## config.mk

```make
export PLATFORM = sky130hd
export DESIGN_NAME = if0_pcgen_flat
export DESIGN_NICKNAME = d
export VERILOG_FILES = /design/src/rtl/if0_pcgen_pkg.sv /design/src/rtl/if0_pcgen_if.sv /design/src/rtl/if0_pcgen_redirect_mux.sv /design/src/rtl/if0_pcgen.sv /design/src/flat_wrapper.sv
export SDC_FILE = /design/constraint.sdc
export NUM_CORES = 1
export LEC_CHECK = 0
export CORE_MARGIN = 4
export CORE_UTILIZATION = 48
export DETAILED_ROUTE_END_ITERATION = 10
export GPL_TIMING_DRIVEN = 0
export HOLD_SLACK_MARGIN = 0.02
export PLACE_DENSITY = 0.9
export SLEW_MARGIN = 15
export SYNTH_ARGS = -nofsm -noshare
export SYNTH_HDL_FRONTEND = slang
export SYNTH_HIERARCHICAL = 1
export SYNTH_SLANG_ARGS = --single-unit
```

## constraint.sdc

```tcl
create_clock -name clk_i -period 10.8 [get_ports clk_i]
set_clock_uncertainty 0.15 [all_clocks]
set_input_delay 2.16 -clock clk_i [delete_from_list [all_inputs] [get_ports clk_i]]
set_output_delay 2.16 -clock clk_i [all_outputs]
set_load 0.05 [all_outputs]
```

## src/rtl/if0_pcgen_pkg.sv

```systemverilog
// Shared widths, reset constants, state encoding and buffer payload for the first fetch stage.
package if0_pcgen_pkg;

  localparam int unsigned REG_W      = 32;
  localparam int unsigned INST_BYTES = 4;

  localparam logic [REG_W-1:0] LOONG_PC_START_ADDR = 32'h1C00_0000;
  localparam logic [REG_W-1:0] LOONG_NOP_INST      = 32'h0340_0000;

  typedef enum logic [1:0] {
    IF0_REQ  = 2'd0,
    IF0_WAIT = 2'd1,
    IF0_HOLD = 2'd2
  } if0_state_e;

  // One buffered fetch result as presented to the next stage.
  typedef struct packed {
    logic [REG_W-1:0] pc;
    logic [REG_W-1:0] inst;
    logic             adef;
  } if0_entry_t;

  // A fetch PC is legal only when word aligned.
  function automatic logic pc_aligned(input logic [1:0] lsb);
    return lsb == 2'b00;
  endfunction

endpackage

```

## src/rtl/if0_pcgen_if.sv

```systemverilog
// Instruction-SRAM request/response bus between the fetch stage and memory.
interface if0_pcgen_if;
  import if0_pcgen_pkg::*;

  logic             inst_sram_req;
  logic [REG_W-1:0] inst_sram_addr;
  logic             inst_sram_addr_ok;
  logic             inst_sram_data_ok;
  logic [REG_W-1:0] inst_sram_rdata;

  modport master (
    output inst_sram_req,
    output inst_sram_addr,
    input  inst_sram_addr_ok,
    input  inst_sram_data_ok,
    input  inst_sram_rdata
  );

  modport slave (
    input  inst_sram_req,
    input  inst_sram_addr,
    output inst_sram_addr_ok,
    output inst_sram_data_ok,
    output inst_sram_rdata
  );
endinterface

```

## src/rtl/if0_pcgen_redirect_mux.sv

```systemverilog
// Redirect request and target select; exceptions win over branches.
module if0_pcgen_redirect_mux
  import if0_pcgen_pkg::*;
(
  input  logic             i_excp,
  input  logic [REG_W-1:0] i_excp_target,
  input  logic             i_br_taken,
  input  logic [REG_W-1:0] i_br_target,
  output logic             o_redirect_c,
  output logic [REG_W-1:0] o_tgt_c
);

  // Any redirect source flushes the fetch stream.
  assign o_redirect_c = i_excp | i_br_taken;
  // Exception/ertn target has priority over a branch in the same cycle.
  assign o_tgt_c      = i_excp ? i_excp_target : i_br_target;

endmodule

```

## src/rtl/if0_pcgen.sv

```systemverilog
// First fetch stage: owns the fetch PC, issues one SRAM request at a time,
// buffers one returned instruction and handles redirects with response discard.
module if0_pcgen
  import if0_pcgen_pkg::*;
#(
  parameter logic [REG_W-1:0] RESET_PC = LOONG_PC_START_ADDR,
  parameter logic [REG_W-1:0] NOP_INST = LOONG_NOP_INST
) (
  input  logic             clk_i,
  input  logic             rst_i,
  input  logic             ctl_if_allow_nxt_pc_i,
  input  logic             br_taken_i,
  input  logic [REG_W-1:0] br_target_i,
  input  logic             excp_i,
  input  logic [REG_W-1:0] excp_target_i,
  if0_pcgen_if.master      sram,
  output logic             if_valid_o,
  output logic [REG_W-1:0] if_pc_o,
  output logic [REG_W-1:0] if_inst_o,
  output logic             if_adef_o
);

  localparam int unsigned ADDR_W = REG_W;

  if0_state_e        r_state;
  logic [ADDR_W-1:0] r_fetch_pc;
  logic              r_discard;
  logic              r_req;
  logic              r_valid;
  if0_entry_t        r_buf;

  logic              w_redirect;
  logic [ADDR_W-1:0] w_tgt;
  logic              w_acc;
  logic [ADDR_W-1:0] w_pc_inc;

  if0_pcgen_redirect_mux u_redirect_mux (
    .i_excp        (excp_i),
    .i_excp_target (excp_target_i),
    .i_br_taken    (br_taken_i),
    .i_br_target   (br_target_i),
    .o_redirect_c  (w_redirect),
    .o_tgt_c       (w_tgt)
  );

  // A request counts as accepted only while it is actually being driven.
  assign w_acc    = r_req & sram.inst_sram_addr_ok;
  assign w_pc_inc = r_fetch_pc + ADDR_W'(INST_BYTES);

  // Fetch FSM; req is precomputed for the state/PC being entered.
  always_ff @(posedge clk_i or posedge rst_i) begin
    if (rst_i) begin
      r_state    <= IF0_REQ;
      r_fetch_pc <= RESET_PC;
      r_discard  <= 1'b0;
      r_req      <= 1'b0;
      r_valid    <= 1'b0;
      r_buf      <= '{pc: '0, inst: NOP_INST, adef: 1'b0};
    end else begin
      case (r_state)
        IF0_REQ: begin
          if (w_redirect) begin
            r_fetch_pc <= w_tgt;
            if (w_acc) begin
              // The request just accepted belongs to the old PC.
              r_state   <= IF0_WAIT;
              r_discard <= 1'b1;
              r_req     <= 1'b0;
            end else begin
              r_req <= pc_aligned(w_tgt[1:0]);
            end
          end else if (!pc_aligned(r_fetch_pc[1:0])) begin
            // Misaligned fetch: no memory access, deliver a faulting NOP.
            r_state <= IF0_HOLD;
            r_valid <= 1'b1;
            r_buf   <= '{pc: r_fetch_pc, inst: NOP_INST, adef: 1'b1};
            r_req   <= 1'b0;
          end else if (w_acc) begin
            r_state <= IF0_WAIT;
            r_req   <= 1'b0;
          end else begin
            r_req <= 1'b1;
          end
        end

        IF0_WAIT: begin
          r_req <= 1'b0;
          if (w_redirect) begin
            r_fetch_pc <= w_tgt;
            if (sram.inst_sram_data_ok) begin
              // Response arrives with the redirect: drop it and refetch.
              r_discard <= 1'b0;
              r_state   <= IF0_REQ;
              r_req     <= pc_aligned(w_tgt[1:0]);
            end else begin
              r_discard <= 1'b1;
            end
          end else if (sram.inst_sram_data_ok) begin
            if (r_discard) begin
              r_discard <= 1'b0;
              r_state   <= IF0_REQ;
              r_req     <= pc_aligned(r_fetch_pc[1:0]);
            end else begin
              r_state <= IF0_HOLD;
              r_valid <= 1'b1;
              r_buf   <= '{pc: r_fetch_pc, inst: sram.inst_sram_rdata, adef: 1'b0};
            end
          end
        end

        IF0_HOLD: begin
          r_req <= 1'b0;
          if (w_redirect) begin
            // Redirect beats a simultaneous downstream capture.
            r_valid    <= 1'b0;
            r_fetch_pc <= w_tgt;
            r_state    <= IF0_REQ;
            r_req      <= pc_aligned(w_tgt[1:0]);
          end else if (ctl_if_allow_nxt_pc_i) begin
            r_valid    <= 1'b0;
            r_fetch_pc <= w_pc_inc;
            r_state    <= IF0_REQ;
            r_req      <= pc_aligned(w_pc_inc[1:0]);
          end
        end

        default: begin
          r_state <= IF0_REQ;
          r_req   <= 1'b0;
        end
      endcase
    end
  end

  // Memory contract: a response only ever arrives while one is awaited.
  a_data_ok_only_in_wait: assert property (
    @(posedge clk_i) disable iff (rst_i)
    sram.inst_sram_data_ok |-> (r_state == IF0_WAIT)
  );

  assign sram.inst_sram_req  = r_req;
  assign sram.inst_sram_addr = r_fetch_pc;

  assign if_valid_o = r_valid;
  assign if_pc_o    = r_buf.pc;
  assign if_inst_o  = r_buf.inst;
  assign if_adef_o  = r_buf.adef;

endmodule

```

## src/flat_wrapper.sv

```systemverilog
// flat-port wrapper written by rule: the top's interface ports become plain ports
module if0_pcgen_flat import if0_pcgen_pkg::*;
#(
  parameter logic [REG_W-1:0] RESET_PC = LOONG_PC_START_ADDR,
  parameter logic [REG_W-1:0] NOP_INST = LOONG_NOP_INST
)
  (clk_i, rst_i, ctl_if_allow_nxt_pc_i, br_taken_i, br_target_i, excp_i, excp_target_i, if_valid_o, if_pc_o, if_inst_o, if_adef_o, sram_inst_sram_req, sram_inst_sram_addr, sram_inst_sram_addr_ok, sram_inst_sram_data_ok, sram_inst_sram_rdata);
  if0_pcgen_if sram_i ();
  input  logic clk_i;
  input  logic rst_i;
  input  logic ctl_if_allow_nxt_pc_i;
  input  logic br_taken_i;
  input  logic [REG_W-1:0] br_target_i;
  input  logic excp_i;
  input  logic [REG_W-1:0] excp_target_i;
  output logic if_valid_o;
  output logic [REG_W-1:0] if_pc_o;
  output logic [REG_W-1:0] if_inst_o;
  output logic if_adef_o;
  output wire logic [$bits(sram_i.inst_sram_req)-1:0] sram_inst_sram_req;
  output wire logic [$bits(sram_i.inst_sram_addr)-1:0] sram_inst_sram_addr;
  input wire logic [$bits(sram_i.inst_sram_addr_ok)-1:0] sram_inst_sram_addr_ok;
  input wire logic [$bits(sram_i.inst_sram_data_ok)-1:0] sram_inst_sram_data_ok;
  input wire logic [$bits(sram_i.inst_sram_rdata)-1:0] sram_inst_sram_rdata;
  assign sram_inst_sram_req = sram_i.inst_sram_req;
  assign sram_inst_sram_addr = sram_i.inst_sram_addr;
  assign sram_i.inst_sram_addr_ok = sram_inst_sram_addr_ok;
  assign sram_i.inst_sram_data_ok = sram_inst_sram_data_ok;
  assign sram_i.inst_sram_rdata = sram_inst_sram_rdata;
  if0_pcgen #(.RESET_PC(RESET_PC), .NOP_INST(NOP_INST)) u_core (.clk_i(clk_i), .rst_i(rst_i), .ctl_if_allow_nxt_pc_i(ctl_if_allow_nxt_pc_i), .br_taken_i(br_taken_i), .br_target_i(br_target_i), .excp_i(excp_i), .excp_target_i(excp_target_i), .sram(sram_i), .if_valid_o(if_valid_o), .if_pc_o(if_pc_o), .if_inst_o(if_inst_o), .if_adef_o(if_adef_o));
endmodule
```

==> out/results.tsv, run 1 <==
metric	value	unit
result of the run	finished clean	
height of the die	113	um
total clock sinks	102	
post-route clock period utilization	0.417	
number of flops mapped to enable cells by yosys	0	
fill count	825	
Most used DFF post-synth	sky130_fd_sc_hd__dfrtp_1	
die width	113	um
Final Routed Wirelength	16.5	mm
number of vias in the routed layout	5199	
Crit-path slowest cell	sky130_fd_sc_hd__clkbuf_1	
routability congestion estimate from global placement	0.913	
mean post-synth cell area	9.87	um2
first-iteration detailed-routing DRC count	538	
Ys Warns	6	
number of cells produced by synthesis	538	
Cell Area, Synth	0.00531	mm2
portion of the post-synthesis area used by sequential elements	0.482	
number of global-route vias before repair	5145	
worst ir drop on vdd	0.119	mV
required time at the endpoint of the critical path	10.90	ns
data arrival time of the critical path	4.61	ns
number of iterations in the first detailed-routing pass	6	
total of flip-flops plus latches after synthesis	102	
number of antenna violations at the first check in global routing	0	
CTS Buffer Depth	2	
number of port buffers	200	
cell types with the largest area share after synthesis	sky130_fd_sc_hd__dfrtp_1, sky130_fd_sc_hd__mux2_4, sky130_fd_sc_hd__mux2_2	
count of buffer and inverter cells on the critical path	4	
CTS-repair resized insts	0	
effective utilization at floorplan	0.490	
area used by multi-input combinational logic	0.00251	mm2
Place WS	5.91	ns
Critical Path, Cell by Cell	clkdlybuf4s50_1, or2_1, clkbuf_1, nand2b_1, clkbuf_1, clkbuf_1, mux2_2	
commonest cells after routing, fill and taps aside	sky130_fd_sc_hd__clkdlybuf4s50_1, sky130_fd_sc_hd__dfrtp_1, sky130_fd_sc_hd__nand2_1	
proportion of layout cells with a drive suffix above 1	0.130	
Remaining DRCs	0	
most area-hungry cell type in the Yosys netlist	sky130_fd_sc_hd__dfrtp_1	
setup repair after global routing missed its margin	no	
kind of start point of the critical path	input pin	
largest incremental delay on the critical path	0.56	ns
synthesized netlist net count	642	
area added between synthesis and finish	45.7	%
maximum fanout encountered on the critical timing path	10	
Slew Limit Fails	0	
cell at the root of the clock tree	sky130_fd_sc_hd__clkbuf_8	
type of the worst min-delay path	reg2reg	
HPWL after detailed placement	12.5	mm
routed wirelength normalized by instance count	18.5	um
first-pass GRT wire length	26.2	mm
number of rows created at floorplan	38	
Final Worst Setup Slack	6.29	ns
max-capacitance violation count	0	
hold buffer count at CTS	0	
Overflow after GRT	0	
worst setup path class	in2reg	
leakage power summed over all cells	0.00309	uW
number of nets in the final layout	854	
number of levels in the clock H-tree	3	
final-report hold violation count	0	
maximum number of pins on one net before global-route repair	54	
share of synthesized registers carrying an async set or reset	1.00	
Post-CTS Setup Bufs	0	
core area	0.0108	mm2
GRT Util Overall	0.252	
Die Area	0.0128	mm2
most common cell after layout, fill and taps aside	sky130_fd_sc_hd__clkdlybuf4s50_1	
Total Negative Setup Slacks	0	ns
Hold Slack	0.341	ns
storage element area	0.00256	mm2
Final Critical Period	4.51	ns
number of different library cells in the post-synthesis netlist	52	
Cell Pwr Density	205	mW/mm2
detailed-route vias per instance	5.81	
Inserted Diodes	0	
nature of the critical path endpoint	flop	
clk_lat worst skew	0.36	ns
final-report setup violation count	0	
number of CTS-inserted buffers	9	
Cell Count Post-Placement	879	
Highest Clock Rate	222	MHz
post-layout utilization of the core	0.714	
worst relative slew slack	0.456	
number of routed nets with antenna violations	0	
boundary pin count	202	
number of cells in the finished layout apart from fillers	895	
transition time at the pin with the least slew margin	0.809	ns
most frequent cell on the critical path	sky130_fd_sc_hd__clkbuf_1	
category of cells accounting for the largest share of critical-path delay	buffers and inverters	
clock slew at the register clock pins of the worst setup and hold paths	0.11	ns
top-area cell type share of the netlist area	0.452	
CTS tree	yes	
-- worst min-delay path, stage by stage (launching register included) --
cell	delay [ns]
sky130_fd_sc_hd__dfstp_2	0.39
sky130_fd_sc_hd__nand2_1	0.04
sky130_fd_sc_hd__o21ai_0	0.07
-- worst paths after layout --
path / startpoint / slack, ns / endpoint / cells past startpoint
setup / recovery: br_taken_i / 6.29 / u_core/if_pc_o[12] / 7
hold / removal: u_core/if_inst_o[24] / 0.34 / u_core/if_inst_o[24] / 2
setup reg to reg: u_core/sram.inst_sram_addr[2] / 8.15 / u_core/sram.inst_sram_addr[20] / 6
hold reg to reg: u_core/if_inst_o[24] / 0.34 / u_core/if_inst_o[24] / 2
max in group asynchronous: rst_i / 7.79 / u_core/if_inst_o[25] / 3
min in group asynchronous: rst_i / 2.06 / u_core/if_pc_o[31] / 2
-- metrics by stage --
stage | area (um2) | power (uW)
finish | 7730 | 1580
CTS | 7730 | 1590
floorplan | 5310 | 1040
detailed placement | 7520 | 1340
global route | 7730 | 1650
global placement | 7490 | 1310
-- power by group --
part / internal [uW] / switching [uW] / leakage (uW) / total [uW]
logic: 282 / 491 / 0.00174 / 773
registers: 480 / 75.7 / 0.00125 / 556
clock network: 113 / 142 / 0.000105 / 255
-- cell families after synthesis --
group                    Yosys count  synth area share
buffers and inverters             47            0.0457
AO/OA/AOI/OAI                    129             0.143
flip-flops                       102             0.482
AND/OR/NAND/NOR                  194             0.169
multiplexers                      65             0.158
adder cells (fa/ha/maj)            1           0.00236
-- synthesized netlist by cell type (4+ instances only) --
library cell,count
sky130_fd_sc_hd__nor2_1,29
sky130_fd_sc_hd__mux2_2,34
sky130_fd_sc_hd__dfstp_2,6
sky130_fd_sc_hd__nor3_1,11
sky130_fd_sc_hd__or2_1,4
sky130_fd_sc_hd__o21ai_0,50
sky130_fd_sc_hd__nand2_1,92
sky130_fd_sc_hd__mux2_4,29
sky130_fd_sc_hd__o22ai_1,11
sky130_fd_sc_hd__dfrtp_1,96
sky130_fd_sc_hd__nand4_1,14
sky130_fd_sc_hd__a21oi_1,38
sky130_fd_sc_hd__clkbuf_1,32
sky130_fd_sc_hd__or3_1,4
sky130_fd_sc_hd__nand3_1,18
sky130_fd_sc_hd__a2bb2oi_1,6
sky130_fd_sc_hd__inv_1,7
sky130_fd_sc_hd__nor4_1,5
-- final cells by class --
cell class                      count  area share
Clock buffer                        9      0.0160
Buffer                             40      0.0280
Clock inverter                      7      0.0118
Multi-Input combinational cell    389       0.324
Timing Repair Buffer              201       0.262
Inverter                            7     0.00404
Sequential cell                   102       0.331
Tap cell                          140      0.0226
-- routing by layer --
layer | up-vias | part of all wire | GRT usage | routed length (um)
li1 | 2367 | - | - | -
met5 | - | 0 | 0 | 0
met4 | 0 | 0.023 | 0.0833 | 381
met2 | 346 | 0.48 | 0.425 | 7970
met3 | 33 | 0.099 | 0.0529 | 1640
met1 | 2453 | 0.40 | 0.326 | 6530
-- flip-flops by register name, summed over array words and instances, names as in the netlist --
name,count
u_core/sram.inst_sram_req,1
u_core/sram.inst_sram_addr,32
u_core/r_discard,1
u_core/r_state,2
u_core/if_valid_o,1
u_core/if_pc_o,32
u_core/if_adef_o,1
u_core/if_inst_o,32
Power figures use the tool's default switching activity.
==> run 2: changes to the inputs <==
- CORE_UTILIZATION: 48 -> 45
- PLACE_DENSITY: 0.9 -> 0.86
- clock period: 10.8 -> 4.5 ns (I/O delays scaled with it)
==> out/results.tsv, run 2 (synthesis results as in run 1) <==
metric	value	unit
result of the run	finished clean	
number of port buffers	200	
maximum number of pins on one net before global-route repair	66	
Final Routed Wirelength	16.9	mm
area added between synthesis and finish	47.2	%
clock slew at the register clock pins of the worst setup and hold paths	0.06	ns
number of iterations in the first detailed-routing pass	5	
worst relative slew slack	0.443	
commonest cells after routing, fill and taps aside	sky130_fd_sc_hd__clkdlybuf4s50_1, sky130_fd_sc_hd__dfrtp_1, sky130_fd_sc_hd__nand2_1	
Cell Pwr Density	506	mW/mm2
HPWL after detailed placement	12.7	mm
CTS Buffer Depth	2	
DP Area	0.00752	mm2
number of global-route vias before repair	4987	
nature of the critical path endpoint	flop	
Cell Count Post-Placement	882	
leakage power summed over all cells	0.00312	uW
transition time at the pin with the least slew margin	0.828	ns
post-route cell area	0.00782	mm2
maximum fanout encountered on the critical timing path	10	
CTS-repair resized insts	0	
number of nets in the final layout	854	
number of levels in the clock H-tree	3	
type of the worst min-delay path	reg2reg	
die width	117	um
number of CTS-inserted buffers	9	
effective utilization at floorplan	0.463	
Net Sw Frac	0.425	
Highest Clock Rate	304	MHz
Setup crit start	br_taken_i	
boundary pin count	202	
Slew Limit Fails	0	
sequential group share of total power	0.336	
Remaining DRCs	0	
number of rows created at floorplan	39	
flop-to-flop setup slack	1.83	ns
cell at the root of the clock tree	sky130_fd_sc_hd__clkbuf_16	
total clock sinks	102	
routed wirelength normalized by instance count	18.9	um
final total power	3960	uW
worst ir drop on vdd	0.348	mV
first-iteration detailed-routing DRC count	497	
launch point of the worst reg-to-reg path	u_core/sram.inst_sram_addr[2]	
most common cell after layout, fill and taps aside	sky130_fd_sc_hd__clkdlybuf4s50_1	
combinational power share	0.469	
worst setup path class	in2reg	
first-pass GRT wire length	25.6	mm
Hold Startpoint	u_core/if_pc_o[14]	
proportion of layout cells with a drive suffix above 1	0.126	
data arrival time of the critical path	3.37	ns
number of vias in the routed layout	5162	
required time at the endpoint of the critical path	4.57	ns
kind of start point of the critical path	input pin	
setup repair after global routing missed its margin	no	
detailed-route vias per instance	5.75	
post-route clock period utilization	0.732	
Die Area	0.0136	mm2
post-layout utilization of the core	0.682	
Inserted Diodes	0	
Post-CTS Setup Bufs	0	
core area	0.0115	mm2
final-report setup violation count	0	
net switching power of the design	1680	uW
max-capacitance violation count	0	
design internal power	2270	uW
number of cells in the finished layout apart from fillers	897	
number of antenna violations at the first check in global routing	0	
routability congestion estimate from global placement	0.908	
Clk pwr share	0.195	
CTS tree	yes	
clk_lat worst skew	0.34	ns
hold buffer count at CTS	0	
height of the die	117	um
Final Critical Period	3.29	ns
number of routed nets with antenna violations	0	
final-report hold violation count	0	
Overflow after GRT	0	
fill count	882	
GRT Util Overall	0.245	
## run 2: cell types whose count changed in the layout (fill, tap and decap cells not counted)
cell / previous run / this run
sky130_fd_sc_hd__clkbuf_16: 0 / 9
sky130_fd_sc_hd__clkbuf_8: 9 / 1
sky130_fd_sc_hd__clkbuf_1: 32 / 34
sky130_fd_sc_hd__inv_6: 3 / 1
sky130_fd_sc_hd__clkinv_4: 1 / 0
sky130_fd_sc_hd__clkinv_8: 1 / 0
sky130_fd_sc_hd__clkinvlp_4: 1 / 2
sky130_fd_sc_hd__inv_8: 1 / 0
## run 2: per-layer routing
layer / track usage / share of wire
met1: 0.305 / 0.39
met2: 0.406 / 0.48
met3: 0.0554 / 0.10
met4: 0.112 / 0.033
met5: 0 / 0
## run 2: through the flow
step | setup TNS [ns] | setup WS [ns] | hold slack, ns
after floorplan | 0 | 0.784 | 0.381
after global placement | -65.42 | -0.686 | 0.313
after detailed placement | 0 | 0.857 | 0.323
after CTS | 0 | 1.22 | 0.336
after global routing | 0 | 1.09 | 0.348
final | 0 | 1.21 | 0.333
## run 2: critical path, stage by stage
cell	delay [ns]
sky130_fd_sc_hd__clkdlybuf4s50_1	0.45
sky130_fd_sc_hd__or2_1	0.08
sky130_fd_sc_hd__clkbuf_1	0.28
sky130_fd_sc_hd__nand2b_1	0.20
sky130_fd_sc_hd__clkbuf_1	0.45
sky130_fd_sc_hd__clkbuf_1	0.57
sky130_fd_sc_hd__mux2_2	0.42
## run 2: cell type report
class                   count  area, um2  share of cell area
clock buffers              12        246              0.0315
flip-flops and latches    102       2560               0.328
inverters                   7       31.3             0.00400
plain buffers              40        216              0.0277
well taps                 143        179              0.0229
repair buffers            201       2030               0.260
multi-input cells         389       2510               0.321
clock inverters             3       45.0             0.00576
## run 2: worst paths after layout
path / to / depth (start not counted)
setup reg to reg: u_core/sram.inst_sram_addr[20] / 6
setup / recovery: u_core/if_pc_o[31] / 7
hold / removal: u_core/if_pc_o[14] / 2
max in group asynchronous: u_core/sram.inst_sram_addr[26] / 3
hold reg to reg: u_core/if_pc_o[14] / 2
min in group asynchronous: u_core/if_inst_o[2] / 2
## run 2: power by group through the flow
| stage | Combinational, uW | Sequential (uW) | Clock, uW |
|---|---|---|---|
| finish | 1850 | 1330 | 771 |
| global route | 1940 | 1360 | 826 |
| CTS | 1860 | 1330 | 791 |
| detailed placement | 1850 | 1350 | 0 |
| global placement | 1820 | 1330 | 0 |
| floorplan | 395 | 2100 | 0 |
